`config.mk`:
```
export PLATFORM = sky130hd
export DESIGN_NAME = counter_ctrl_seq
export DESIGN_NICKNAME = d
export VERILOG_FILES = /design/src/rtl/counter_ctrl_seq.sv
export SDC_FILE = /design/constraint.sdc
export NUM_CORES = 1
export LEC_CHECK = 0
export ABC_AREA = 1
export BUFFER_PORTS_ARGS = -buffer_cell sky130_fd_sc_hd__buf_2
export CAP_MARGIN = 5
export CORE_ASPECT_RATIO = 1.25
export CORE_UTILIZATION = 30
export DETAILED_ROUTE_END_ITERATION = 10
export HOLD_SLACK_MARGIN = 0.03
export PLACE_DENSITY = 0.48
export SETUP_SLACK_MARGIN = 0.02
export SLEW_MARGIN = 20
export SYNTH_ARGS = -nofsm -noshare
export SYNTH_HDL_FRONTEND = slang
export SYNTH_SLANG_ARGS = --single-unit
export TNS_END_PERCENT = 10
```
`constraint.sdc`:
```
create_clock -name clk -period 2.3 [get_ports clk]
set_input_delay 0 -clock clk [delete_from_list [all_inputs] [get_ports clk]]
set_output_delay 0 -clock clk [all_outputs]
set_load 0.01 [all_outputs]
```
`src/rtl/counter_ctrl_seq.sv`:
```
// Control sequencer for the display counter: pushbutton conditioning, the
// IDLE/RUN/PAUSE/DONE machine, prescaled increment ticks and the pad enable pattern.
module counter_ctrl_seq #(
    parameter int               DEBOUNCE_CYCLES = 16,
    parameter int               PRESCALE        = 1000,
    parameter int               CNT_W           = 14,
    parameter int               MAX_COUNT       = 9999,
    parameter bit               AUTO_STOP       = 1'b1,
    parameter int               OEB_W           = 17,
    parameter logic [OEB_W-1:0] IN_MASK         = 17'h7
) (
    input  logic             clk,
    input  logic             rst,
    input  logic             btn_start,
    input  logic             btn_stop,
    input  logic             btn_clr,
    input  logic [CNT_W-1:0] cnt_val,
    output logic             cnt_inc,
    output logic             cnt_clr,
    output logic [1:0]       state_o,
    output logic [OEB_W-1:0] out_en
);

    localparam int DB_W = (DEBOUNCE_CYCLES > 1) ? $clog2(DEBOUNCE_CYCLES) : 1;
    localparam int PS_W = $clog2(PRESCALE);
    localparam logic [DB_W-1:0]  DB_LAST = DB_W'(DEBOUNCE_CYCLES - 1);
    localparam logic [PS_W-1:0]  PS_LAST = PS_W'(PRESCALE - 1);
    localparam logic [CNT_W-1:0] MAX_VAL = CNT_W'(MAX_COUNT);
    localparam int BTN_START = 0;
    localparam int BTN_STOP  = 1;
    localparam int BTN_CLR   = 2;

    typedef enum logic [1:0] {
        S_IDLE  = 2'b00,
        S_RUN   = 2'b01,
        S_PAUSE = 2'b10,
        S_DONE  = 2'b11
    } state_t;

    logic [2:0]      raw_s;
    logic [2:0]      sync1_r;
    logic [2:0]      sync2_r;
    logic [2:0]      deb_r;
    logic [2:0]      deb_d_r;
    logic [2:0]      event_r;
    logic [DB_W-1:0] db_cnt_r [3];

    logic            start_ev_s;
    logic            stop_ev_s;
    logic            clr_ev_s;
    logic            at_max_s;
    logic            terminal_s;

    state_t          state_r;
    logic [PS_W-1:0] ps_r;

    assign raw_s   = {btn_clr, btn_stop, btn_start};
    assign state_o = state_r;

    // Synchronise, debounce and edge-detect the three pushbuttons
    always_ff @(posedge clk or negedge rst) begin
        if (!rst) begin
            sync1_r <= 3'b000;
            sync2_r <= 3'b000;
            deb_r   <= 3'b000;
            deb_d_r <= 3'b000;
            event_r <= 3'b000;
            for (int i = 0; i < 3; i++) begin
                db_cnt_r[i] <= {DB_W{1'b0}};
            end
        end else begin
            sync1_r <= raw_s;
            sync2_r <= sync1_r;
            deb_d_r <= deb_r;
            // Only presses generate events; releases merely re-arm the detector
            event_r <= deb_r & ~deb_d_r;
            for (int i = 0; i < 3; i++) begin
                if (sync2_r[i] != deb_r[i]) begin
                    if (db_cnt_r[i] == DB_LAST) begin
                        deb_r[i]    <= sync2_r[i];
                        db_cnt_r[i] <= {DB_W{1'b0}};
                    end else begin
                        db_cnt_r[i] <= db_cnt_r[i] + DB_W'(1);
                    end
                end else begin
                    db_cnt_r[i] <= {DB_W{1'b0}};
                end
            end
        end
    end

    // Resolve same-cycle button events (clr > stop > start) and tick conditions
    always_comb begin
        clr_ev_s   = event_r[BTN_CLR];
        stop_ev_s  = event_r[BTN_STOP] & ~event_r[BTN_CLR];
        start_ev_s = event_r[BTN_START] & ~event_r[BTN_STOP] & ~event_r[BTN_CLR];
        at_max_s   = (cnt_val >= MAX_VAL);
        terminal_s = (ps_r == PS_LAST);
    end

    // Sequencer state, prescaler and registered pulse outputs
    always_ff @(posedge clk or negedge rst) begin
        if (!rst) begin
            state_r <= S_IDLE;
            ps_r    <= {PS_W{1'b0}};
            cnt_inc <= 1'b0;
            cnt_clr <= 1'b0;
            out_en  <= {OEB_W{1'b1}};
        end else begin
            out_en  <= IN_MASK;
            cnt_inc <= 1'b0;
            cnt_clr <= 1'b0;
            if (clr_ev_s) begin
                state_r <= S_IDLE;
                ps_r    <= {PS_W{1'b0}};
                cnt_clr <= 1'b1;
            end else begin
                case (state_r)
                    S_IDLE: begin
                        ps_r <= {PS_W{1'b0}};
                        if (start_ev_s) begin
                            state_r <= S_RUN;
                        end
                    end
                    S_RUN: begin
                        // A stop freezes the prescaler so resume keeps the tick phase
                        if (stop_ev_s) begin
                            state_r <= S_PAUSE;
                        end else if (terminal_s) begin
                            ps_r <= {PS_W{1'b0}};
                            if (!at_max_s) begin
                                cnt_inc <= 1'b1;
                            end else if (AUTO_STOP) begin
                                state_r <= S_DONE;
                            end else begin
                                cnt_clr <= 1'b1;
                            end
                        end else begin
                            ps_r <= ps_r + PS_W'(1);
                        end
                    end
                    S_PAUSE: begin
                        if (start_ev_s) begin
                            state_r <= S_RUN;
                        end
                    end
                    S_DONE: begin
                        ps_r <= {PS_W{1'b0}};
                    end
                    default: begin
                        state_r <= S_IDLE;
                        ps_r    <= {PS_W{1'b0}};
                    end
                endcase
            end
        end
    end

endmodule
```
# Yosys cells after proc, flatten, opt, wreduce, memory -nomap -nowiden
# Cells that the tools add are included.
# totals
reg_bits	55
inputBits	19
out_inout_bits	21
wordCells	73
# op_classes
add_sub_neg	4
magnitude_cmp	1
eq_ne	14
muxes	22
bitwise_logic	7
n_reduce_logical	10
# op_table
operator	count
two-way mux 10 bit	3
two-way mux 4 bit	6
one-hot mux 10 bit (2 select lines)	1
>= comparator 14 bit, second input constant	1
adder 4 x 1 -> 4 bit, second input constant	3
equality test 4 bit, second input constant	3
adder 10 x 1 -> 10 bit, second input constant	1
equality test 10 bit, second input constant	1
two-way mux 2 bit	5
!= test 4 bit, second input constant	2
AND reduction 2 bit	4
two-way mux 1 bit	6
nonzero test 3 bit	2
equality test 2 bit, second input constant	2
one-hot mux 2 bit (2 select lines)	1
AND reduction 4 bit	1
OR reduction 2 bit	2
bitwise AND 1 bit	3
bitwise AND 3 bit	1
!= test 1 bit	3
!= test 3 x 1 -> 1 bit, second input constant	1
!= test 3 bit, second input constant	1
NOT 3 bit	1
equality test 2 x 1 -> 1 bit, second input constant	1
2 further kinds	3

# Longest topological paths before layout
# depth
word_depth	6
ltp_mapped	10
mapped_depth_nobuf	10

# Worst setup path after synthesis
# No wires, ideal clock.
# synth_path
path_kind	reg2reg
start	reg state_r[0], in the netlist state_o[0]
end	reg ps_r[3]
setup_time_ns	0.118
t_arrival_ns	1.401
required_time_ns	2.182
path_slack_ns	0.781
stages_incl_launch_ff	10
n_path_buf	1
period_less_slack_ns	1.519
cell_sequence	dfrtp_1 > inv_1 > ha_1 > inv_1 > o21ai_2 > nand2_2 > buf_6 > nand2_2 > xor2_1 > nor2_1
# synth_via
elab_chain_cells	4
word_cells_on_any_way	9
classes_between	eq/ne: 3; mux: 2; reduce/logical: 4
# synth_lines
item	line	source
start: declaration	54	state_t state_r;
start signal: assignment	104	state_r <= S_IDLE;
start signal: assignment	114	state_r <= S_IDLE;
start signal: assignment	122	state_r <= S_RUN;
equality test 2 bit or zero test 2 bit (tied branches)	118	case (state_r)
OR reduction 2 bit (no line)	-	
one-hot mux 10 bit (2 select lines) or nonzero test 3 bit (tied branches)	-	
two-way mux 10 bit or AND reduction 2 bit (tied branches)	-	
end signal: assignment	115	ps_r <= {PS_W{1'b0}};
end signal: assignment	120	ps_r <= {PS_W{1'b0}};
end signal: assignment	130	ps_r <= {PS_W{1'b0}};
end: declaration	55	logic [PS_W-1:0] ps_r;
# Parallel ways exist; a longest one is shown, timed or not.
# A chain may end at the register's enable or synchronous reset.

# Worst setup path after layout
# layout_path
start	reg state_r[0], in the netlist state_o[0]
end	reg ps_r[6]
# The elaborated chain is that of the path after synthesis.

==> summary.txt <==
DR iter-0 viols - 64
Drt first pass iters - 4
Max Fclk - 615 MHz
# placed instances - 326
Final Wtd Congestion - 0.759
Synth Area in Adders - 4.31%
Initial antenna violation count - 0
Register area - 1050 um2
Largest net degree at the start of global routing - 43
DRC Markers - 0
Max Cap Viol - 0
Worst Path Arrival - 1.81 ns
Cell mode on critical path - inv_1
CORE AREA - 6570 um2
Multi-input logic area - 761 um2
DIE WIDTH - 75.6 um
Max-slew violation count - 0
Cell Count, Final, Fillers Out - 338
Worst slew pin tran - 0.920 ns
Worst-path maximum fanout - 11
Starting Density - 30.9%
Relative slew margins - 38.6%
Setup Skew - 0.00472 ns
Global-route wire length before repair - 5.53 mm
Detailed-route wire length per cell - 9.32 um
Synth Area per Inst - 9.32 um2
Worst Hold Class - primary input to flop
Port Buffers - 36
Via density - 4.09
Seq/Total Area, Yosys - 51.8%
CTS Buf Count - 5
Routed vias - 1384
Worst Path Required - 2.49 ns
Nets - 276
Complex-gate fraction of the synthesized area - 2.96%
Crit-path slowest cell - dfrtp_1
Final worst path period need - 1.63 ns
Unique masters post-synth - 28
Row Count - 33
# Post-CTS Setup Buffers - 0
Area delta synth->final - 14.5%
Pre-CTS setup slack - 0.664 ns
Critical path class - flop to flop
Vias in the first global route - 1313
Unrepaired setup endpoints after global routing - no
Post-Route WL - 3.15 mm
Min Hold Slack - 0.0937 ns
Startpoint types - flop
Clk slew on worst S/H paths - 0.08 ns
R2R Setup Slk - 0.67 ns
GRT Util Overall - 10.5%
Setup WS post-layout - 0.675 ns
Clock Tree Root - clkbuf_8
Synthesized instance count - 218
Post-CTS sizing - 0
Mux share of post-synthesis cell area - 0%
CTS sink cnt - 42
Number of routed nets with antenna violations - 0
DP Wirelength - 2.33 mm
Setup-failing EPs final - 0
TritonCTS clock tree - yes
Fillers - 662
Final hold violation count - 0
Core Util, Final - 35.4%
Grt ovf - 0
Synthesized area - 2030 um2
Pwr dens - 855 nW/um2
Final Cycle Share - 70.7%
H-tree depth - 2
Yosys reg bits - 42
Leak - 1.19 nW
Die ar. - 7100 um2
Xor/xnor cell area share of the yosys netlist - 5.18%
Worst Setup End Kind - flop
Clk_lat worst skew - 0.29 ns
Diodes inserted - 0
# IOs - 40
Clk buf depth - 2
CP Cell Sequence - inv_1 > ha_1 > inv_1 > o21ai_2 > nand2_2 > nand2_1 > xor2_1 > nor2_1
Final TNS setup - 0 ns
Status - finished, final reports clean
Main combinational cell family by area after synthesis - simple AND/OR/NAND/NOR gates
Peak VDD IR - 0.377 mV
Ys Warns - 0
Layout cells sized above 1 - 24.7%
Post-Synth Simple-Gate Area - 24.3%
Max incr delay on CP - 0.40 ns
Post-cts hold buffer count - 4
Die Ht - 94.0 um
cell usage after synthesis (all sizes together):
master / count / area, um2
nor3b: 1 / 7.51
nor2: 40 / 158
ha: 7 / 87.6
inv: 24 / 90.1
and2: 1 / 6.26
dfstp: 1 / 26.3
nand3: 18 / 118
clkinv: 1 / 3.75
conb: 2 / 7.51
o21ai: 2 / 13.8
xnor2: 5 / 43.8
nand2: 38 / 165
xor2: 7 / 61.3
buf: 17 / 131
dfrtp: 41 / 1030
or2: 1 / 6.26
a21oi: 7 / 46.3
nand4: 4 / 25.0
nand3b: 1 / 7.51
final cells by class:
| class | count | area share (%) |
|---|---|---|
| Timing Repair Buffer | 40 | 9.47 |
| Inverter | 25 | 4.03 |
| Tap cell | 87 | 4.68 |
| Clock inverter | 3 | 0.914 |
| Clock buffer | 5 | 2.96 |
| Multi-Input combinational cell | 136 | 32.7 |
| Sequential cell | 42 | 45.2 |
worst max-delay path, delay by kind of cell, from the launching register on:
family                   cells  cell delay (ns)
adder cells (fa/ha/maj)      1             0.31
AO/OA/AOI/OAI                1             0.14
AND/OR/NAND/NOR              3             0.38
buffers and inverters        2             0.15
flip-flops                   1             0.40
XOR/XNOR                     1             0.15
metrics by stage:
step / total power [mW] / instance area, um2
2_1_floorplan: 1.41 / 2040
3_3_place_gp: 1.52 / 2200
3_5_place_dp: 1.53 / 2200
4_1_cts: 2.03 / 2330
5_1_grt: 2.14 / 2330
6_report: 1.99 / 2330
cell families (layout without fill, tap and decap cells):
group                    Yosys count  count (layout)
XOR/XNOR                          12              12
AO/OA/AOI/OAI                      9               9
flip-flops                        42              42
buffers and inverters             42              73
other                              2               4
AND/OR/NAND/NOR                  104             104
adder cells (fa/ha/maj)            7               7
where the power goes:
group	leakage [nW]	internal (mW)	switching [mW]
Sequential	0.555	0.800	0.0565
Combinational	0.587	0.225	0.430
Clock	0.0441	0.213	0.264
Total	1.19	1.24	0.751
worst paths after layout:
check / start / to / depth (start not counted)
setup / recovery: state_o[0] / ps_r[6] / 8
hold / removal: cnt_val[13] / cnt_inc / 4
setup reg to reg: state_o[0] / ps_r[6] / 8
hold reg to reg: sync1_r[2] / sync2_r[2] / 0
max in group asynchronous: rst / db_cnt_r[2] / 2
min in group asynchronous: rst / ps_r[9] / 2
cells in the final DEF, fill, tap and decap left out:
cell type / count
dfrtp_1: 41
nor2_1: 37
buf_2: 36
nand2_1: 31
inv_1: 23
nand3_1: 14
xor2_1: 7
ha_1: 7
nand2_2: 6
a21oi_1: 6
xnor2_1: 5
clkbuf_8: 5
nand4_1: 4
conb_1: 4
dlygate4sd3_1: 4
nand3_2: 3
nor2_2: 3
nor3b_1: 1
clkinv_1: 1
nand3_4: 1
and2_1: 1
or2_1: 1
o21ai_2: 1
nand2_4: 1
inv_2: 1
o21ai_1: 1
nand3b_1: 1
a21oi_4: 1
clkinv_2: 1
clkinv_4: 1
clkinvlp_4: 1
dfstp_2: 1
routing by layer:
metal / vias up / routed length, um / global-route usage (%)
li1: 713 / - / -
met1: 623 / 1460 / 11.5
met2: 42 / 1460 / 17.9
met3: 6 / 150 / 2.58
met4: 0 / 79 / 6.02
met5: - / 0 / 0
flip-flops by register name, summed over array words and instances (netlist names):
| register | cells |
|---|---|
| cnt_clr | 1 |
| cnt_inc | 1 |
| db_cnt_r | 12 |
| deb_d_r | 3 |
| deb_r | 3 |
| event_r | 3 |
| out_en | 1 |
| ps_r | 10 |
| state_o | 2 |
| sync1_r | 3 |
| sync2_r | 3 |
Note: power is estimated with default switching activity, not from simulation.
